### src/rtl/min_search_pkg.sv
// Shared types and defaults for the minimum-search controller.
// The MIN_SEARCH_CAP_EN build uses cap_beats() to size its beat cap.
package min_search_pkg;

   typedef enum logic [1:0] {
      IDLE   = 2'd0,
      SEARCH = 2'd1,
      DONE   = 2'd2
   } state_t;

   localparam int DATA_W_DEF    = 18;
   localparam int POS_W_DEF     = 6;
   localparam int CAP_BEATS_DEF = 1 << POS_W_DEF;

   // Largest number of beats one search may take when the cap is built in.
   function automatic int cap_beats(input int pos_w);
      return 1 << pos_w;
   endfunction

endpackage

### src/rtl/min_search_ctrl_if.sv
// Candidate stream: valid/ready handshake carrying (distance, position, last).
// The master modport is the distance generator; the slave modport is the controller.
interface min_search_ctrl_if #(
   parameter int DATA_W = 18,
   parameter int POS_W  = 6
);
   logic              cand_valid;
   logic              cand_ready;
   logic [DATA_W-1:0] cand_data;
   logic [POS_W-1:0]  cand_pos;
   logic              cand_last;

   modport master (
      output cand_valid, cand_data, cand_pos, cand_last,
      input  cand_ready
   );

   modport slave (
      input  cand_valid, cand_data, cand_pos, cand_last,
      output cand_ready
   );
endinterface

### src/rtl/min_cmp_stage.sv
// Single two-input compare stage: picks the running best or the new candidate.
// Strict less-than, so on a tie the earlier position is kept.
module min_cmp_stage #(
   parameter int DATA_W = 18,
   parameter int POS_W  = 6
) (
   input  logic              first,
   input  logic [DATA_W-1:0] best_data,
   input  logic [POS_W-1:0]  best_pos,
   input  logic [DATA_W-1:0] cand_data,
   input  logic [POS_W-1:0]  cand_pos,
   output logic [DATA_W-1:0] sel_data,
   output logic [POS_W-1:0]  sel_pos,
   output logic              replace
);

   assign replace  = first | (cand_data < best_data);
   assign sel_data = replace ? cand_data : best_data;
   assign sel_pos  = replace ? cand_pos  : best_pos;

endmodule

### src/rtl/min_search_ctrl.sv
// Restartable sequential minimum search over a valid/ready candidate stream.
// Optional MIN_SEARCH_CAP_EN: ends a search after 2**POS_W beats and flags cand_overflow.
module min_search_ctrl
   import min_search_pkg::*;
#(
   parameter int DATA_W = DATA_W_DEF,
   parameter int POS_W  = POS_W_DEF
) (
   input  logic              clk,
   input  logic              rst_n,
   input  logic              start,
   min_search_ctrl_if.slave  cand,
   output logic              busy,
   output logic              done,
   output logic              best_valid,
   output logic [DATA_W-1:0] best_data,
   output logic [POS_W-1:0]  best_pos
`ifdef MIN_SEARCH_CAP_EN
   ,
   output logic              cand_overflow
`endif
);

   state_t            state;
   logic              first;
   logic              rdy_q;
   logic              accept;
   logic              end_beat;
   logic [DATA_W-1:0] sel_data;
   logic [POS_W-1:0]  sel_pos;
   logic              replace;

   // Ready is registered and depends only on state, never on cand_valid.
   assign cand.cand_ready = rdy_q;
   assign accept          = (state == SEARCH) & cand.cand_valid & rdy_q;

   min_cmp_stage #(
      .DATA_W (DATA_W),
      .POS_W  (POS_W)
   ) u_cmp (
      .first     (first),
      .best_data (best_data),
      .best_pos  (best_pos),
      .cand_data (cand.cand_data),
      .cand_pos  (cand.cand_pos),
      .sel_data  (sel_data),
      .sel_pos   (sel_pos),
      .replace   (replace)
   );

`ifdef MIN_SEARCH_CAP_EN
   localparam int                 CAP  = cap_beats(POS_W);
   localparam logic [POS_W:0]     LAST_CNT = (POS_W+1)'(CAP - 1);
   logic [POS_W:0] beat_cnt;
   logic           cap_hit;

   // This beat is the CAP-th accepted one of the search.
   assign cap_hit  = (beat_cnt == LAST_CNT) & ~cand.cand_last;
   assign end_beat = cand.cand_last | cap_hit;
`else
   assign end_beat = cand.cand_last;
`endif

   always_ff @(posedge clk) begin
      if (!rst_n) begin
         state      <= IDLE;
         first      <= 1'b0;
         rdy_q      <= 1'b0;
         busy       <= 1'b0;
         done       <= 1'b0;
         best_valid <= 1'b0;
         best_data  <= '0;
         best_pos   <= '0;
`ifdef MIN_SEARCH_CAP_EN
         beat_cnt      <= '0;
         cand_overflow <= 1'b0;
`endif
      end else begin
         done <= 1'b0;
         if (start) begin
            // Restart wins over any beat presented in the same cycle.
            state      <= SEARCH;
            first      <= 1'b1;
            rdy_q      <= 1'b1;
            busy       <= 1'b1;
            best_valid <= 1'b0;
            best_data  <= '0;
            best_pos   <= '0;
`ifdef MIN_SEARCH_CAP_EN
            beat_cnt      <= '0;
            cand_overflow <= 1'b0;
`endif
         end else begin
            case (state)
               SEARCH: begin
                  if (accept) begin
                     best_data <= sel_data;
                     best_pos  <= sel_pos;
                     first     <= 1'b0;
`ifdef MIN_SEARCH_CAP_EN
                     beat_cnt  <= beat_cnt + 1'b1;
                     if (cap_hit) cand_overflow <= 1'b1;
`endif
                     if (end_beat) begin
                        state      <= DONE;
                        rdy_q      <= 1'b0;
                        busy       <= 1'b0;
                        done       <= 1'b1;
                        best_valid <= 1'b1;
                     end
                  end
               end
               DONE: begin
                  state <= IDLE;
               end
               default: begin
                  state <= IDLE;
                  rdy_q <= 1'b0;
                  busy  <= 1'b0;
               end
            endcase
         end
      end
   end

endmodule

### src/flat_wrapper.sv
// flat-port wrapper written by rule: the top's interface ports become plain ports
module min_search_ctrl_flat import min_search_pkg::*;
#(
   parameter int DATA_W = DATA_W_DEF,
   parameter int POS_W  = POS_W_DEF
)
  (clk, rst_n, start, busy, done, best_valid, best_data, best_pos, cand_cand_valid, cand_cand_data, cand_cand_pos, cand_cand_last, cand_cand_ready);
  min_search_ctrl_if #(.DATA_W(DATA_W), .POS_W(POS_W)) cand_i ();
  input  logic clk;
  input  logic rst_n;
  input  logic start;
  output logic busy;
  output logic done;
  output logic best_valid;
  output logic [DATA_W-1:0] best_data;
  output logic [POS_W-1:0] best_pos;
  input wire logic [$bits(cand_i.cand_valid)-1:0] cand_cand_valid;
  input wire logic [$bits(cand_i.cand_data)-1:0] cand_cand_data;
  input wire logic [$bits(cand_i.cand_pos)-1:0] cand_cand_pos;
  input wire logic [$bits(cand_i.cand_last)-1:0] cand_cand_last;
  output wire logic [$bits(cand_i.cand_ready)-1:0] cand_cand_ready;
  assign cand_i.cand_valid = cand_cand_valid;
  assign cand_i.cand_data = cand_cand_data;
  assign cand_i.cand_pos = cand_cand_pos;
  assign cand_i.cand_last = cand_cand_last;
  assign cand_cand_ready = cand_i.cand_ready;
  min_search_ctrl #(.DATA_W(DATA_W), .POS_W(POS_W)) u_core (.clk(clk), .rst_n(rst_n), .start(start), .cand(cand_i), .busy(busy), .done(done), .best_valid(best_valid), .best_data(best_data), .best_pos(best_pos));
endmodule
### config.mk
export PLATFORM = sky130hd
export DESIGN_NAME = min_search_ctrl_flat
export DESIGN_NICKNAME = d
export VERILOG_FILES = /design/src/rtl/min_search_pkg.sv /design/src/rtl/min_search_ctrl_if.sv /design/src/rtl/min_cmp_stage.sv /design/src/rtl/min_search_ctrl.sv /design/src/flat_wrapper.sv
export SDC_FILE = /design/constraint.sdc
export NUM_CORES = 1
export LEC_CHECK = 0
export ABC_AREA = 1
export BUFFER_PORTS_ARGS = -buffer_cell sky130_fd_sc_hd__buf_2
export CAP_MARGIN = 25
export CORE_MARGIN = 10
export CORE_UTILIZATION = 51
export CTS_CLUSTER_DIAMETER = 100
export DETAILED_ROUTE_END_ITERATION = 8
export PLACE_DENSITY = 0.9
export SYNTH_ARGS = -nofsm -noshare
export SYNTH_HDL_FRONTEND = slang
export SYNTH_SLANG_ARGS = --single-unit
### constraint.sdc
create_clock -name clk -period 1.85 [get_ports clk]
set_input_delay 0.185 -clock clk [delete_from_list [all_inputs] [get_ports clk]]
set_output_delay 0.185 -clock clk [all_outputs]
set_load 0.01 [all_outputs]
==> impl_metrics.yaml <==
sta:
  max_freq_mhz: 545
  post-route-min-period_ps: 1830
  slew-limit-headroom_pct: 73.8
  clock_skew_ps: 6.95
  fin_hold_ws_ps: 130
  rsz0062_at_grt: "true"
  drv_slew: 0
  hold_viol_final: 0
  tns_ps: 0
  post-route-period-util_pct: 99.2
  setup_viol: 0
  worstMarginPinSlew_ps: 393
clocking:
  cts_buffers: 5
  cts_tree: "yes"
  cts_root_buf: "clkbuf_4"
  clk_pin_slew_worst_paths_ps: 90
  clock-sinks: 30
  cts_max_level: 2
  clk_path_buf_depth: 2
  clk_latency_ps: 330
power_and_ir_drop:
  powerDensity_mw_per_mm2: 565
  p_leak_uw: 0.00130
  ir_drop_v: 0.000490
synth:
  synthXorXnorAreaFrac_pct: 0
  synth-compound-area-share_pct: 14.6
  synth-seq-area-share_pct: 32.5
  syn_area_per_cell_um2: 6.89
  yosysWarnings: 0
  synthAdderAreaFrac_pct: 11.5
  ys_seq_elements: 30
  yosys.area_share.simple_pct: 25.9
  synthArstFlopShare_pct: 0
  synth_top_flop_cell: "dfxtp_1"
  syn_nets: 314
  muxShareOfSynthArea_pct: 0
  synth-edff-count: 0
  synthDistinctLibCells: 19
  synthCells: 268
  syn-cell-area_mm2: 0.00185
  synth_top_family_by_area: "simple AND/OR/NAND/NOR gates"
grt:
  grt_usage_pct: 14.0
  grt_pass1_wl_um: 7370
  grt-ovfl-total: 0
  antenna_found_initial: 0
  grt_pass1_vias: 1796
  grt_start_max_net_pins: 39
floorplan:
  dieArea_mm2: 0.00642
  start_util_pct: 54.0
  io_pins: 57
  fp.dieH_um: 80.2
  die_x_um: 80.2
  core_mm2: 0.00342
  core.rowCount: 21
flow_run:
  drv_cap: 0
final_layout:
  n_fill_cell: 216
  fin_nets: 387
  final_common_cell: "buf_2"
  layout_common_cells: "buf_2 (56), nand2_1 (45), inv_1 (42)"
  diodes: 0
  drive_gt1_share_pct: 53.1
  area_growth_pct: 52.7
  stdcell_count: 387
placement:
  placement.io_buffers: 56
  globalplace.congestion: 0.777
  hpwl_um: 3300
  dp.cells: 362
setup_path:
  required_ps: 2070
  criticalPathCategory: "register to register"
  end_kind: "register"
  crit_path_max_fanout: 8
  startpoint_type: "register"
  cp.arrival_ps: 2060
route:
  viasPerCell: 4.98
  vias: 1928
  drt_iter0_markers: 90
  drc: 0
  antenna_left: 0
  routed_wirelength_um: 5720
  wl_per_cell_um: 14.8
  firstDrtPassIters: 4
run_status:
  status: "complete, no violations"
worst_hold_path:
  hp-class: "input port to register"
[stage by stage]
stage / util (%) / power (uW) / worst slack (ps) / area, um^2
3_5_place_dp: 64.0 / 925 / -2.34 / 2190
2_1_floorplan: - / 841 / 88.5 / 1850
5_1_grt: 82.5 / 1670 / -107 / 2820
4_1_cts: 66.4 / 1460 / 4.48 / 2270
6_report: 82.5 / 1590 / 15.4 / 2820
3_3_place_gp: 64.0 / 916 / 75.8 / 2190
[area by class of cell]
type / count / area, um^2 / share of cell area, %
Clock inverter: 1 / 30.0 / 1.07
Inverter: 54 / 203 / 7.19
Tap cell: 46 / 57.6 / 2.04
Multi-Input combinational cell: 171 / 1280 / 45.6
Sequential cell: 30 / 621 / 22.0
Clock buffer: 6 / 51.3 / 1.82
Timing Repair Buffer: 79 / 572 / 20.3
[state kept, by name (all words and copies together) (netlist names)]
register,count
u_core.best_pos,6
u_core.cand.cand_ready,1
u_core.done,1
u_core.best_valid,1
u_core.best_data,18
u_core.first,1
u_core.state,2
[Yosys cell counts, types with 3 or more instances]
cell type | number | area [um^2]
clkbuf_1 | 4 | 15.0
inv_1 | 54 | 203
buf_2 | 5 | 25.0
ha_1 | 17 | 213
nand3_1 | 25 | 125
a21oi_2 | 20 | 175
o21ai_0 | 3 | 15.0
a21oi_1 | 12 | 60.1
dfxtp_1 | 30 | 601
buf_6 | 3 | 33.8
nand2_1 | 55 | 206
nor2_1 | 33 | 124
[report_power, final]
part	switching, uW	leakage, uW	total [uW]	internal, uW
clock	225	0.0000443	540	314
combinational	206	0.00101	391	185
sequential	6.95	0.000251	662	655
[cell families after synthesis]
family,count (synthesis)
simple gates,116
buf+inv,67
compound gates,38
flops,30
fa+ha+maj,17
[worst max-delay path, cell delays in order (launching register included)]
cell       delay (ps)
dfxtp_2           370
inv_2              50
ha_4              260
nand2_2            60
nor2_4            120
nand2_2            70
nor2_1             90
o21ai_1            90
nand3_2           120
nand2_8           120
clkbuf_16         200
a21oi_2           130
nor2_1             60
[metal layers]
metal | vias to the layer above | part of all wire (%) | track usage (%)
met5 | - | 0 | 0
met4 | 0 | 0.93 | 4.23
met3 | 6 | 6.8 | 6.57
met2 | 66 | 51 | 24.6
met1 | 887 | 42 | 14.4
li1 | 969 | - | -
[final timing paths]
check / start / endpoint / slack (ps) / cells after the start
worst max-delay path: u_core.best_data[14]$_SDFFE_PP0P_ / u_core.best_data[11]$_SDFFE_PP0P_ / 20 / 12
worst min-delay path: rst_n / u_core.state[0]$_SDFFE_PN0P_ / 130 / 3
worst max register to register: u_core.best_data[14]$_SDFFE_PP0P_ / u_core.best_data[11]$_SDFFE_PP0P_ / 20 / 12
worst min register to register: u_core.best_valid$_SDFFE_PP0P_ / u_core.best_valid$_SDFFE_PP0P_ / 480 / 2
[timing repair]
item,4_1_cts,5_1_grt
resized for setup,1,78
buffers inserted,0,13
endpoints found under the hold margin,0,0
gates cloned,0,5
pin swaps,0,22
hold buffers,0,0
endpoints found under the setup margin,3,24
No activity file was read; power rests on OpenSTA's default activity.
